--- config.mk ---
export PLATFORM = sky130hd
export DESIGN_NAME = tetris_game_fsm
export DESIGN_NICKNAME = d
export VERILOG_FILES = /design/src/rtl/tetris_game_fsm.sv
export SDC_FILE = /design/constraint.sdc
export NUM_CORES = 1
export LEC_CHECK = 0
export CAP_MARGIN = 10
export CORE_ASPECT_RATIO = 1.5
export CORE_MARGIN = 2
export CORE_UTILIZATION = 43
export CTS_CLUSTER_DIAMETER = 120
export CTS_CLUSTER_SIZE = 40
export DETAILED_ROUTE_END_ITERATION = 12
export HOLD_SLACK_MARGIN = 0.15
export PLACE_DENSITY_LB_ADDON = 0.15
export SYNTH_ARGS = -nofsm -noshare
export SYNTH_HDL_FRONTEND = slang
export SYNTH_SLANG_ARGS = --single-unit
--- constraint.sdc ---
create_clock -name clk_100MHz -period 3.9 [get_ports clk_100MHz]
set_clock_uncertainty 0.15 [all_clocks]
set_input_delay 0.78 -clock clk_100MHz [delete_from_list [all_inputs] [get_ports clk_100MHz]]
set_output_delay 0.78 -clock clk_100MHz [all_outputs]
set_load 0.01 [all_outputs]
--- src/rtl/tetris_game_fsm.sv ---
// Tetris game-state controller: board register, IDLE/PLAY/CLEAR/PAUSE/OVER modes, row compaction, lines/level; TETRIS_LINE_SCORE_EN adds scoring.
// Latency: lock -> spawn in BOARD_H+k+1 cycles; piece logic must hold while busy, inputs other than reset are ignored in CLEAR.
`timescale 1ns/1ps
module tetris_game_fsm #(
  parameter int BOARD_W         = 10,
  parameter int BOARD_H         = 20,
  parameter int LINES_PER_LEVEL = 10,
  parameter int MAX_LEVEL       = 3,
  parameter int LEVEL_W         = 2,
  parameter int LINE_W          = 10,
  parameter int SCORE_W         = 16
) (
  input  logic                       clk_100MHz,
  input  logic                       sw_rst_n,
  input  logic                       pause_p,
  input  logic                       lock_req,
  input  logic [BOARD_W*BOARD_H-1:0] merged_board,
  input  logic                       spawn_overlap,
  output logic [BOARD_W*BOARD_H-1:0] stacked_block,
  output logic [1:0]                 mode,
  output logic                       spawn,
  output logic                       busy,
  output logic [LINE_W-1:0]          lines,
  output logic [LEVEL_W-1:0]         level,
  output logic [SCORE_W-1:0]         score
);

  localparam int ROW_W = $clog2(BOARD_H);
  localparam int K_W   = $clog2(BOARD_H + 1);
  localparam logic [ROW_W-1:0] ROW_TOP = ROW_W'(BOARD_H - 1);

  typedef enum logic [2:0] {S_IDLE, S_PLAY, S_CLEAR, S_PAUSE, S_OVER} state_t;

  state_t state, state_nxt;

  logic [BOARD_W-1:0] rows [BOARD_H];
  logic [ROW_W-1:0]   src, dst;
  logic               src_vld;
  logic [K_W-1:0]     clr_cnt;
  logic               spawn_chk;

  logic [BOARD_W-1:0] src_row;
  logic               row_full;
  logic               clear_done;
  logic               overlap_hit;
  logic               start;
  logic               lock_acc;

  logic [LINE_W:0]    lines_sum;
  logic [LINE_W-1:0]  lines_new;
  logic [LINE_W-1:0]  lvl_raw;
  logic [LEVEL_W-1:0] level_new;

  always_comb begin
    src_row     = rows[src];
    row_full    = src_vld && (&src_row);
    clear_done  = (state == S_CLEAR) && !row_full && (dst == '0);
    overlap_hit = spawn_chk && spawn_overlap;
    state_nxt   = state;
    case (state)
      S_IDLE:  if (pause_p) state_nxt = S_PLAY;
      S_PLAY: begin
        if (overlap_hit)   state_nxt = S_OVER;
        else if (lock_req) state_nxt = S_CLEAR;
        else if (pause_p)  state_nxt = S_PAUSE;
      end
      S_CLEAR: if (clear_done) state_nxt = S_PLAY;
      S_PAUSE: begin
        if (overlap_hit)  state_nxt = S_OVER;
        else if (pause_p) state_nxt = S_PLAY;
      end
      S_OVER:  if (pause_p) state_nxt = S_IDLE;
      default: state_nxt = S_IDLE;
    endcase
  end

  assign start    = (state == S_IDLE) && pause_p;
  assign lock_acc = (state == S_PLAY) && (state_nxt == S_CLEAR);

  always_ff @(posedge clk_100MHz or negedge sw_rst_n) begin
    if (!sw_rst_n) state <= S_IDLE;
    else           state <= state_nxt;
  end

  always_comb begin
    mode = 2'd0;
    case (state)
      S_PLAY, S_CLEAR: mode = 2'd1;
      S_PAUSE:         mode = 2'd2;
      S_OVER:          mode = 2'd3;
      default:         mode = 2'd0;
    endcase
  end

  assign busy = (state == S_CLEAR);

  genvar gr;
  generate
    for (gr = 0; gr < BOARD_H; gr++) begin : g_flat
      assign stacked_block[gr*BOARD_W +: BOARD_W] = rows[gr];
    end
  endgenerate

  always_comb begin
    lines_sum = {1'b0, lines} + (LINE_W+1)'(clr_cnt);
    lines_new = lines_sum[LINE_W] ? '1 : lines_sum[LINE_W-1:0];
    lvl_raw   = lines_new / LINE_W'(LINES_PER_LEVEL);
    level_new = (lvl_raw >= LINE_W'(MAX_LEVEL)) ? LEVEL_W'(MAX_LEVEL) : lvl_raw[LEVEL_W-1:0];
  end

  // Compaction: s skips full rows, d trails it and receives surviving rows bottom-up.
  always_ff @(posedge clk_100MHz or negedge sw_rst_n) begin
    if (!sw_rst_n) begin
      for (int r = 0; r < BOARD_H; r++) rows[r] <= '0;
      src       <= '0;
      dst       <= '0;
      src_vld   <= 1'b0;
      clr_cnt   <= '0;
      spawn     <= 1'b0;
      spawn_chk <= 1'b0;
      lines     <= '0;
      level     <= '0;
    end else begin
      spawn     <= start || clear_done;
      spawn_chk <= spawn;
      if (start) begin
        for (int r = 0; r < BOARD_H; r++) rows[r] <= '0;
        lines <= '0;
        level <= '0;
      end else if (lock_acc) begin
        for (int r = 0; r < BOARD_H; r++) rows[r] <= merged_board[r*BOARD_W +: BOARD_W];
        src     <= ROW_TOP;
        dst     <= ROW_TOP;
        src_vld <= 1'b1;
        clr_cnt <= '0;
      end else if (state == S_CLEAR) begin
        if (row_full) begin
          clr_cnt <= clr_cnt + K_W'(1);
        end else begin
          rows[dst] <= src_vld ? src_row : '0;
          if (dst != '0) dst <= dst - ROW_W'(1);
        end
        if (src_vld) begin
          if (src == '0) src_vld <= 1'b0;
          else           src     <= src - ROW_W'(1);
        end
        if (clear_done) begin
          lines <= lines_new;
          level <= level_new;
        end
      end
    end
  end

`ifdef TETRIS_LINE_SCORE_EN
  logic [3:0]         weight;
  logic [LEVEL_W+4:0] score_add;
  logic [SCORE_W:0]   score_sum;

  always_comb begin
    case (clr_cnt)
      K_W'(0): weight = 4'd0;
      K_W'(1): weight = 4'd1;
      K_W'(2): weight = 4'd3;
      K_W'(3): weight = 4'd5;
      default: weight = 4'd8;
    endcase
    // Uses the level in force before this clear is credited.
    score_add = (LEVEL_W+5)'(weight) * ((LEVEL_W+5)'(level) + (LEVEL_W+5)'(1));
    score_sum = {1'b0, score} + (SCORE_W+1)'(score_add);
  end

  always_ff @(posedge clk_100MHz or negedge sw_rst_n) begin
    if (!sw_rst_n)       score <= '0;
    else if (start)      score <= '0;
    else if (clear_done) score <= score_sum[SCORE_W] ? '1 : score_sum[SCORE_W-1:0];
  end
`else
  assign score = '0;
`endif

endmodule
==> results.py <==
metrics = {
    "status": {
        "status": "finished clean",
    },
    "run": {
        "max-cap-violations": 0,
    },
    "worst_setup_path": {
        "slowest_stage": "or4_1",
        "cp-end-kind": "flop",
        "crit_family": "simple AND/OR/NAND/NOR gates",
        "cp_data_required_time_ps": 4130,
        "start_kind": "flop",
        "reg2reg_slack_ps": 140,
        "r2r-start": "lines[0]",
        "critPathMaxStageDelay_ps": 560,
        "crit_cells": 12,
        "r2r_end": "level[0]",
        "path_class": "reg2reg",
        "arrival_ps": 3990,
        "cp_cell_sequence": "ha_1 > fa_2 > a211o_1 > a21o_1 > a21o_1 > and3_4 > nor4_2 > or4_1 > nand3_1 > or4_1 > a311oi_1 > a22oi_1",
        "cp-startpoint": "lines[0]",
        "r2r_cells": 12,
        "critPathCapture": "level[0]",
        "cp_max_fo": 5,
        "worst-path-buf-inv": 0,
    },
    "place": {
        "dpl_worst_slack_ps": -24.6,
        "dp_cells": 2376,
        "finalWeightedCongestion": 0.940,
        "portBuffers": 420,
        "place_area_um2": 18400,
        "dp_hpwl_um": 42500,
    },
    "clock_tree": {
        "root_buffer": "clkbuf_16",
        "ctsLongestPathBuffers": 3,
        "clk_latency_ps": 500,
        "cts_tree": "built",
        "htreeDepth": 1,
        "clock_sinks": 233,
        "numCtsBuffers": 9,
        "clk_pin_slew_ps": 150,
    },
    "route": {
        "dr_total_vias": 14000,
        "routed_wl_um": 56400,
        "routedWlPerCell_um": 23.5,
        "drt_iter0_drc": 1057,
        "ant_nets": 0,
        "avgViaCountPerCell": 5.86,
        "dr.pass1.iters": 6,
        "drc": 0,
    },
    "floorplan": {
        "core.rowCount": 79,
        "dieArea_um2": 33000,
        "initial_core_util_pct": 43.7,
        "ios": 437,
        "core_area_um2": 31000,
        "fp.dieW_um": 149,
        "die_h_um": 221,
    },
    "final_layout": {
        "fill_cells": 2771,
        "stdcell_count": 2397,
        "final_common_cell": "clkdlybuf4s50_1",
        "drive_above_1_share_pct": 9.00,
        "final_util_pct": 60.4,
        "most-common-layout-cells": "clkdlybuf4s50_1 (419), nand2_1 (257), dfrtp_1 (230)",
        "area_delta_synth_final_pct": 38.3,
        "final_nets": 2207,
        "final_area_um2": 18700,
    },
    "timing": {
        "post-route-period-util_pct": 96.4,
        "rsz0062_at_grt": "no",
        "report.final.hold_viol_count": 0,
        "layout_min_cycle_time_ps": 3760,
        "setup_viol": 0,
        "worst_slew_pin_slew_ps": 981,
        "slew_headroom_pct": 34.1,
        "drv_slew": 0,
        "setup_ws_ps": 141,
        "fmax_mhz": 266,
    },
    "global_routing": {
        "grt_use_total_pct": 33.3,
        "antenna_found_initial": 3,
        "grt_max_degree": 83,
        "grt_first_pass_wirelength_um": 84000,
        "gr-total-overflow": 0,
        "first_global_vias": 13900,
    },
    "synth": {
        "synth_edf_count": 0,
        "yosysWarnings": 0,
        "synth_cells": 1596,
        "ys_seq_area_share_pct": 43.0,
        "synth_flop_cell": "dfrtp_1",
        "ys_ff_latch": 233,
        "syn-cell-area_um2": 13600,
        "synth.distinct_cells": 73,
        "synthArstFlopShare_pct": 100,
        "syn_avg_cell_area_um2": 8.49,
    },
    "power_and_ir_drop": {
        "totalPowerFinal_mw": 13.2,
        "power_density_nw_per_um2": 706,
        "leakage_nw": 7.39,
        "vdd_ir_drop_max_mv": 0.345,
    },
    "min_path": {
        "hold_path_class": "reg2reg",
    },
}
-- kinds of logic after synthesis --
group                      synth area share, %
xor gates and xnor gates                  1.03
AOI/OAI and AO/OA                         21.4
other                                   0.0277
muxes                                     10.0
adders and majority gates                 1.35
buffers and inverters                     5.13
and+or+nand+nor                           18.0
DFF                                       43.0
-- worst min path at each step --
| stage | from | end | slack [ps] | cells after the start |
|---|---|---|---|---|
| 2_1_floorplan | spawn | spawn_chk | 270 | 0 |
| 3_3_place_gp | spawn | spawn_chk | 210 | 0 |
| 3_5_place_dp | spawn | spawn_chk | 210 | 0 |
| 4_1_cts | spawn | spawn_chk | 250 | 0 |
| 5_1_grt | spawn | spawn_chk | 260 | 0 |
| 6_report | spawn | spawn_chk | 250 | 0 |
-- state kept, by name, summed over array words and instances (netlist names), 2 cells and up --
register and flops:
dst 5, stacked_block 200, state 3, clr_cnt 5, lines 10, src 5, level 2
-- stage by stage --
| stage | hold WS, ps | setup TNS, ps |
|---|---|---|
| floorplan | 266 | 0 |
| global placement | 214 | 0 |
| detailed placement | 215 | -24.6 |
| CTS | 248 | 0 |
| global route | 262 | 0 |
| finish | 249 | 0 |
-- synthesized netlist by cell type, drive strengths merged (4+ instances only) --
| library cell | number | share of area (%) |
|---|---|---|
| ha | 13 | 1.2 |
| nand4 | 9 | 0.42 |
| nor3b | 4 | 0.30 |
| clkbuf | 91 | 2.5 |
| dfrtp | 233 | 43 |
| nand2b | 10 | 0.46 |
| o211ai | 5 | 0.28 |
| xor2 | 6 | 0.39 |
| o2bb2ai | 4 | 0.26 |
| o22ai | 5 | 0.28 |
| a211o | 4 | 0.26 |
| inv | 18 | 0.50 |
| nand2 | 259 | 7.2 |
| nor2 | 221 | 6.1 |
| xnor2 | 10 | 0.65 |
| mux4 | 50 | 8.3 |
| nor4 | 6 | 0.32 |
| a21o | 8 | 0.44 |
| nand3 | 26 | 0.96 |
| a2bb2oi | 4 | 0.26 |
| nor3 | 14 | 0.63 |
| a31oi | 11 | 0.51 |
| a22oi | 19 | 1.1 |
| buf | 43 | 2.1 |
| o21ai | 225 | 8.3 |
| mux2i | 21 | 1.6 |
| a21oi | 218 | 8.2 |
| and3 | 8 | 0.40 |
-- final cells by class --
cell class	instances	area, um^2	share of cell area, %
Antenna cell	3	7.51	0.0400
Clock buffer	10	229	1.22
Clock inverter	2	35.0	0.187
Inverter	19	71.3	0.380
Multi-Input combinational cell	1225	7140	38.1
Sequential cell	233	5840	31.1
Tap cell	405	507	2.70
Timing Repair Buffer	500	4920	26.3
-- metal layers --
metal	up-vias	part of all wire (%)	track usage, %
met5	-	0	0
met4	0	5.4	15.7
met3	151	7.1	3.42
met2	762	51	58.1
met1	6778	37	40.9
li1	6354	-	-
-- power breakdown --
part	leakage (nW)	total (mW)	internal, mW	switching (mW)
clock	0.130	1.29	0.496	0.795
sequential	3.16	4.50	3.30	1.21
combinational	4.10	7.44	3.36	4.09
-- worst register-to-register path, stage by stage (launching register included) --
cell and delay [ps]:
dfrtp_1 430, ha_1 250, fa_2 390, a211o_1 350
a21o_1 200, a21o_1 220, and3_4 200, nor4_2 220
or4_1 200, nand3_1 100, or4_1 560, a311oi_1 280
a22oi_1 100
-- timing repair --
item                                    CTS  global route
setup buffers                             1             4
hold buffers                              1             0
resized for setup                         0            13
pin swaps                                 1             3
hold endpoints to repair                 53             0
endpoints found under the setup margin    1             6
cloned                                    0             0
No activity file was read; power rests on OpenSTA's default activity.
